**config.mk**
```make
export PLATFORM = sky130hd
export DESIGN_NAME = move_sequencer
export DESIGN_NICKNAME = d
export VERILOG_FILES = /design/src/rtl/chess_pkg.sv /design/src/rtl/btn_edge.sv /design/src/rtl/move_sequencer.sv
export SDC_FILE = /design/constraint.sdc
export NUM_CORES = 1
export LEC_CHECK = 0
export CORE_AREA = 2 2 206 208
export DETAILED_ROUTE_END_ITERATION = 7
export DIE_AREA = 0 0 208 210
export GPL_TIMING_DRIVEN = 0
export HOLD_SLACK_MARGIN = 0.12
export PLACE_DENSITY = 0.7
export RECOVER_POWER = 100
export REMOVE_ABC_BUFFERS = 1
export SLEW_MARGIN = 20
export SYNTH_ARGS = -nofsm -noshare
export SYNTH_HDL_FRONTEND = slang
export SYNTH_SLANG_ARGS = --single-unit
```
**constraint.sdc**
```tcl
create_clock -name clk -period 3.9 [get_ports clk]
set_input_delay 0.78 -clock clk [delete_from_list [all_inputs] [get_ports clk]]
set_output_delay 0.78 -clock clk [all_outputs]
set_load 0.03 [all_outputs]
```
**src/rtl/chess_pkg.sv**
```systemverilog
// Shared piece encoding, FSM states and board start layout
// for the move sequencer and its helpers.
package chess_pkg;

    localparam int OCC_BIT  = 0;
    localparam int COL_BIT  = 1;
    localparam int TYPE_LSB = 2;

    localparam logic [2:0] T_PAWN   = 3'd1;
    localparam logic [2:0] T_KNIGHT = 3'd2;
    localparam logic [2:0] T_BISHOP = 3'd3;
    localparam logic [2:0] T_ROOK   = 3'd4;
    localparam logic [2:0] T_QUEEN  = 3'd5;
    localparam logic [2:0] T_KING   = 3'd6;

    localparam logic [4:0] EMPTY = 5'b00000;

    typedef enum logic [1:0] {
        IDLE,
        HELD,
        CHECK,
        COMMIT
    } state_t;

    typedef logic [7:0][7:0][4:0] board_t;

    function automatic logic [4:0] mk_piece(
        input logic [2:0] t,
        input logic       black
    );
        return {t, black, 1'b1};
    endfunction

    function automatic board_t start_layout();
        board_t          b;
        logic [7:0][2:0] back;
        back = {T_ROOK, T_KNIGHT, T_BISHOP, T_KING,
                T_QUEEN, T_BISHOP, T_KNIGHT, T_ROOK};
        b = '0;
        for (int c = 0; c < 8; c++) begin
            b[0][c] = mk_piece(back[c], 1'b1);
            b[1][c] = mk_piece(T_PAWN, 1'b1);
            b[6][c] = mk_piece(T_PAWN, 1'b0);
            b[7][c] = mk_piece(back[c], 1'b0);
        end
        return b;
    endfunction

    // Pawns landing on the far rank become a queen of the same colour.
    function automatic logic [4:0] promote(
        input logic [4:0] p,
        input logic [2:0] row
    );
        logic far;
        far = p[COL_BIT] ? (row == 3'd7) : (row == 3'd0);
        if (p[4:TYPE_LSB] == T_PAWN && far)
            return {T_QUEEN, p[COL_BIT], p[OCC_BIT]};
        return p;
    endfunction

endpackage

```
**src/rtl/btn_edge.sv**
```systemverilog
// Raw button synchronizer followed by a registered
// rising-edge detector producing a one-cycle event.
module btn_edge #(
    parameter int STAGES = 2
) (
    input  logic clk,
    input  logic rst_n,
    input  logic btn_i,
    output logic rise_o
);

    logic [STAGES-1:0] sync_q;
    logic              prev_q;
    logic              rise_q;

    always_ff @(posedge clk or negedge rst_n) begin
        if (!rst_n) begin
            sync_q <= '0;
            prev_q <= 1'b0;
            rise_q <= 1'b0;
        end else begin
            sync_q <= {sync_q[STAGES-2:0], btn_i};
            prev_q <= sync_q[STAGES-1];
            rise_q <= sync_q[STAGES-1] & ~prev_q;
        end
    end

    assign rise_o = rise_q;

endmodule

```
**src/rtl/move_sequencer.sv**
```systemverilog
// Board register file plus the select/place/validate/commit
// sequencer for one player move.
module move_sequencer
    import chess_pkg::*;
#(
    parameter int SYNC_STAGES   = 2,
    parameter int CHECK_TIMEOUT = 15
) (
    input  logic       clk,
    input  logic       reset,
    input  logic       select,
    input  logic       place,
    input  logic [2:0] rowNum,
    input  logic [2:0] columnNum,
    input  logic       check_done,
    input  logic       move_ok,
    input  logic [2:0] rd_row,
    input  logic [2:0] rd_col,
    output logic [4:0] rd_piece,
    output logic       check_req,
    output logic [4:0] sel_piece,
    output logic [2:0] orig_row,
    output logic [2:0] orig_col,
    output logic [2:0] dest_row,
    output logic [2:0] dest_col,
    output logic       turn,
    output logic       holding,
    output logic       err_pulse,
    output logic [7:0] move_count
);

    localparam int TW = $clog2(CHECK_TIMEOUT + 1);
    localparam logic [TW-1:0] TMO_LAST = TW'(CHECK_TIMEOUT - 1);

    logic sel_ev, place_ev;

    btn_edge #(.STAGES(SYNC_STAGES)) u_sel (
        .clk   (clk),
        .rst_n (reset),
        .btn_i (select),
        .rise_o(sel_ev)
    );

    btn_edge #(.STAGES(SYNC_STAGES)) u_place (
        .clk   (clk),
        .rst_n (reset),
        .btn_i (place),
        .rise_o(place_ev)
    );

    state_t          state_q, state_d;
    board_t          board_q, board_d;
    logic [4:0]      sel_q, sel_d;
    logic [2:0]      orow_q, orow_d, ocol_q, ocol_d;
    logic [2:0]      drow_q, drow_d, dcol_q, dcol_d;
    logic            turn_q, turn_d;
    logic [7:0]      cnt_q, cnt_d;
    logic [TW-1:0]   tmo_q, tmo_d;
    logic            err_q, err_d;

    logic [4:0] cur;
    logic       cur_own, at_orig;

    assign cur     = board_q[rowNum][columnNum];
    assign cur_own = cur[OCC_BIT] && (cur[COL_BIT] == turn_q);
    assign at_orig = (rowNum == orow_q) && (columnNum == ocol_q);

    always_comb begin
        state_d = state_q;
        board_d = board_q;
        sel_d   = sel_q;
        orow_d  = orow_q;
        ocol_d  = ocol_q;
        drow_d  = drow_q;
        dcol_d  = dcol_q;
        turn_d  = turn_q;
        cnt_d   = cnt_q;
        tmo_d   = tmo_q;
        err_d   = 1'b0;
        case (state_q)
            IDLE: begin
                if (sel_ev) begin
                    if (cur_own) begin
                        sel_d   = cur;
                        orow_d  = rowNum;
                        ocol_d  = columnNum;
                        state_d = HELD;
                    end else begin
                        err_d = 1'b1;
                    end
                end
            end
            HELD: begin
                // Place wins over a simultaneous select.
                if (place_ev) begin
                    if (at_orig) begin
                        sel_d   = EMPTY;
                        state_d = IDLE;
                    end else if (cur_own) begin
                        err_d = 1'b1;
                    end else begin
                        drow_d  = rowNum;
                        dcol_d  = columnNum;
                        tmo_d   = '0;
                        state_d = CHECK;
                    end
                end else if (sel_ev && cur_own) begin
                    sel_d  = cur;
                    orow_d = rowNum;
                    ocol_d = columnNum;
                end
            end
            CHECK: begin
                if (check_done) begin
                    if (move_ok) begin
                        state_d = COMMIT;
                    end else begin
                        err_d   = 1'b1;
                        state_d = HELD;
                    end
                end else if (tmo_q == TMO_LAST) begin
                    err_d   = 1'b1;
                    state_d = HELD;
                end else begin
                    tmo_d = tmo_q + TW'(1);
                end
            end
            COMMIT: begin
                board_d[drow_q][dcol_q] = promote(sel_q, drow_q);
                board_d[orow_q][ocol_q] = EMPTY;
                turn_d  = ~turn_q;
                cnt_d   = (cnt_q == 8'hFF) ? cnt_q : cnt_q + 8'd1;
                sel_d   = EMPTY;
                state_d = IDLE;
            end
            default: state_d = IDLE;
        endcase
    end

    always_ff @(posedge clk or negedge reset) begin
        if (!reset) begin
            state_q <= IDLE;
            board_q <= start_layout();
            sel_q   <= EMPTY;
            orow_q  <= '0;
            ocol_q  <= '0;
            drow_q  <= '0;
            dcol_q  <= '0;
            turn_q  <= 1'b0;
            cnt_q   <= '0;
            tmo_q   <= '0;
            err_q   <= 1'b0;
        end else begin
            state_q <= state_d;
            board_q <= board_d;
            sel_q   <= sel_d;
            orow_q  <= orow_d;
            ocol_q  <= ocol_d;
            drow_q  <= drow_d;
            dcol_q  <= dcol_d;
            turn_q  <= turn_d;
            cnt_q   <= cnt_d;
            tmo_q   <= tmo_d;
            err_q   <= err_d;
        end
    end

    assign rd_piece   = board_q[rd_row][rd_col];
    assign check_req  = (state_q == CHECK);
    assign holding    = (state_q == HELD) || (state_q == CHECK);
    assign sel_piece  = sel_q;
    assign orig_row   = orow_q;
    assign orig_col   = ocol_q;
    assign dest_row   = drow_q;
    assign dest_col   = dcol_q;
    assign turn       = turn_q;
    assign err_pulse  = err_q;
    assign move_count = cnt_q;

endmodule

```
==> Flow_metrics.wiki <==
{| class="wikitable"
! Metric !! Value
|-
| Hold violation total from the final report || 0
|-
| GR Util All Layers || 0.311
|-
| Uppermost routed layer || met5
|-
| Pins Over Slew Limit || 71
|-
| Post-place instance area || 0.0217 mm2
|-
| Result of the run || finished with violations
|-
| Count of vias placed by the detailed router || 16500
|-
| Setup crit start kind || input pin
|-
| Worst slew margin || -1.20
|-
| Global-route wire length before repair || 102000 um
|-
| RSZ-0062 raised after global routing || true
|-
| Post-route minimum period || 3.92 ns
|-
| Via count of the first global-routing pass || 16600
|-
| Failing checks || capacitance limit, slew limit, setup timing
|-
| Wire length on met1 || 24400 um
|-
| Category of the critical setup timing path || in2reg
|-
| Share of cells above drive strength 1 || 0.227
|-
| Post-route ant nets || 0
|-
| Number of nets in the final layout || 1908
|-
| Arrival time of the worst setup path || 4.37 ns
|-
| Starting density of the core || 0.495
|-
| HPWL after detailed placement || 44100 um
|-
| Routed wl met2 || 31400 um
|-
| Residual DRC count || 0
|-
| Die width || 208 um
|-
| Summed area of non-filler cells in the final layout || 0.0233 mm2
|-
| Number of iterations in the first detailed-routing pass || 6
|-
| Gate count of the mapped netlist || 1890
|-
| Filler Cell Count || 3443
|-
| HP Class || reg2reg
|-
| Tot Pwr || 12.8 mW
|-
| Met3 routed wirelength || 7310 um
|-
| Highest fanout seen on the critical path || 17
|-
| Pwr per Cell Area || 548 mW/mm2
|-
| Number of failing setup endpoints in the final timing report || 4
|-
| CORE AREA || 0.0415 mm2
|-
| Clock-pin slew of the registers on the worst-case setup and hold paths || 0.06 ns
|-
| Cts-stage hold buffer count || 0
|-
| Most instantiated flip-flop cell in the synthesis netlist || dfrtp_1
|-
| Post-detailed-route wirelength per cell || 27.3 um
|-
| Vias per Instance || 6.74
|-
| Share of synthesized area occupied by flip-flops and latches || 0.445
|-
| Total CTS buffers || 41
|-
| Setup TNS Final || -0.0729 ns
|-
| Maximum number of pins on one net before global-route repair || 101
|-
| Detailed Route Iter0 Violations || 2084
|-
| Count of distinct cell types in the synthesized netlist || 54
|-
| Total number of clock tree sinks || 361
|-
| Number of enable flip-flop cells after synthesis || 0
|-
| Smallest setup slack after layout || -0.0219 ns
|-
| Count of port buffers added during placement || 51
|-
| Growth of design area from synthesis to finish || 13.4%
|-
| Transition time at the pin with the least slew margin || 3.30 ns
|-
| Maxcap violations || 2
|-
| Level count of the clock H-tree || 2
|-
| Vertical die dimension || 210 um
|-
| Final Cycle Share || 1.01
|-
| Fin util || 0.562
|-
| Final WL || 67000 um
|-
| Multi-input gate area in the final layout || 0.0109 mm2
|-
| Clock root buffer || clkbuf_16
|-
| Async set-reset flop share out of synthesis || 1.00
|-
| Weighted congestion at the end of routability-driven global placement || 0.942
|-
| Cell Area, Synth || 0.0205 mm2
|-
| Mean instance size in the synthesized netlist || 10.9 um2
|-
| Worst IR Drop VDD || 0.303 mV
|-
| Row count || 75
|-
| Number of synthesized register bits || 361
|-
| Type of element capturing the critical path || flop
|-
| Buffers from clock root to sink, at most || 3
|-
| Req. time, crit path || 4.35 ns
|-
| Clock latency of the later-clocked register in the worst-skew pair || 0.57 ns
|-
| Die Area || 0.0437 mm2
|-
| Max frequency || 0.255 GHz
|-
| Warnings from Yosys || 0
|-
| Fin Clk Skew || 0.0137 ns
|-
| TritonCTS clock tree || done
|-
| Grt ovf || 0
|-
| Antenna violations before repair || 3
|-
| Leak pwr || 9.15 nW
|-
| Number of primary I/O pins || 52
|-
| Seq. cell area || 0.00915 mm2
|}
## sequential cells by signal (all words and copies together) (netlist names), 3 cells and up
signal	flops
board_q	320
move_count	8
sel_piece	5
tmo_q	4
dest_col	3
dest_row	3
orig_col	3
orig_row	3
## cell usage after synthesis (3+ instances only)
cell / number / area share
nor2_1: 315 / 0.058
dfrtp_1: 273 / 0.33
nand2_1: 205 / 0.037
mux4_2: 188 / 0.21
a21oi_1: 179 / 0.044
mux2i_1: 127 / 0.062
clkbuf_1: 106 / 0.019
nand3_1: 92 / 0.022
dfstp_2: 88 / 0.11
o21ai_0: 85 / 0.021
a211oi_1: 48 / 0.018
mux2_2: 25 / 0.014
nor2b_1: 17 / 0.0052
buf_1: 14 / 0.0026
buf_2: 12 / 0.0029
inv_1: 9 / 0.0016
ha_1: 8 / 0.0049
and3_1: 7 / 0.0021
nand3b_1: 7 / 0.0026
xnor2_1: 7 / 0.0030
a31oi_1: 6 / 0.0018
xor2_1: 6 / 0.0026
buf_4: 5 / 0.0018
nand4_1: 5 / 0.0015
a22oi_1: 4 / 0.0015
and2_1: 4 / 0.0012
nand2b_1: 4 / 0.0012
or3b_2: 4 / 0.0017
nor3_1: 3 / 0.00073
or3_1: 3 / 0.00091
## where the power goes
group          switching (mW)  total (mW)  internal [mW]
clock                    1.61        4.01           2.40
sequential              0.751        5.14           4.39
combinational            2.21        3.61           1.40
total                    4.57        12.8           8.19
## critical path, cell delays in order
cell	delay (ns)
clkdlybuf4s50_1	0.75
clkinv_4	0.37
and3_1	0.26
nor4_1	0.54
a31oi_1	0.29
a41oi_4	0.42
nand2_2	0.16
a221oi_4	0.41
mux2_2	0.38
## final cells by class
| cell class | instances | share of cell area |
|---|---|---|
| multi-input combinational | 1382 | 0.466 |
| sequential | 361 | 0.393 |
| timing repair buffer | 86 | 0.0520 |
| clock buffer | 59 | 0.0499 |
| tap | 539 | 0.0289 |
| clock inverter | 13 | 0.00832 |
| inverter | 10 | 0.00183 |
| antenna | 2 | 0.000215 |
## worst paths after layout
| kind | startpoint | end | slack, ns | cells after the start |
|---|---|---|---|---|
| worst max-delay path | columnNum[0] | sel_piece[4] | -0.02 | 9 |
| max in group asynchronous | reset | board_q[304] | 0.67 | 3 |
| min in group asynchronous | reset | board_q[124] | 1.31 | 1 |
| worst min-delay path | u_sel.sync_q[0] | u_sel.sync_q[1] | 0.35 | 0 |
| worst max register to register | dest_row[2] | board_q[44] | 0.24 | 7 |
| worst min register to register | u_sel.sync_q[0] | u_sel.sync_q[1] | 0.35 | 0 |
## layer usage
layer	vias up	global-route usage
li1	6911	-
met1	8370	0.397
met2	1005	0.493
met3	232	0.0787
met4	2	0.164
met5	-	0
## layout by cell type (no fill, tap or decap), types with 4 or more instances in the layout
master	Yosys	final
a211oi_1	48	48
a21oi_1	179	179
a22oi_1	4	4
a31oi_1	6	5
and2_1	4	4
and3_1	7	7
buf_12	0	7
buf_16	0	17
buf_2	12	6
buf_4	5	9
bufinv_16	0	5
clkbuf_1	106	12
clkbuf_16	0	41
clkbuf_8	0	7
clkdlybuf4s50_1	0	8
clkinv_2	0	7
dfrtp_1	273	270
dfstp_2	88	88
dlygate4sd3_1	0	28
ha_1	8	8
inv_1	9	9
mux2_2	25	25
mux2i_1	127	127
mux4_2	188	188
nand2_1	205	204
nand2b_1	4	4
nand3_1	92	91
nand3b_1	7	7
nand4_1	5	5
nor2_1	315	315
nor2b_1	17	16
o21ai_0	85	85
or3b_2	4	4
xnor2_1	7	7
xor2_1	6	6
## cell families after synthesis
kind of cell             Yosys count  synth area share
multiplexers                     340             0.282
AND/OR/NAND/NOR                  677             0.138
AO/OA/AOI/OAI                    344            0.0960
XOR/XNOR                          13           0.00554
flip-flops                       361             0.445
adder cells (fa/ha/maj)            8           0.00487
buffers and inverters            147            0.0285
## stage by stage
stage / instances / worst slack, ns / hold slack [ns]
final: 2452 / -0.0219 / 0.347
after global routing: 2451 / -0.0218 / 0.359
after CTS: 2448 / 0.00669 / 0.142
after detailed placement: 2366 / -1.09 / 0.335
after global placement: 2343 / -13.59 / 0.336
after floorplan: 1753 / -0.713 / 0.331
## what timing repair did
action                                  in CTS  in global routing
pin swaps                                    0                  1
resized for setup                           28                 13
cloned                                       4                  0
endpoints found under the setup margin      28                 32
buffers inserted                             6                  1
(Power assumes the default switching activity.)
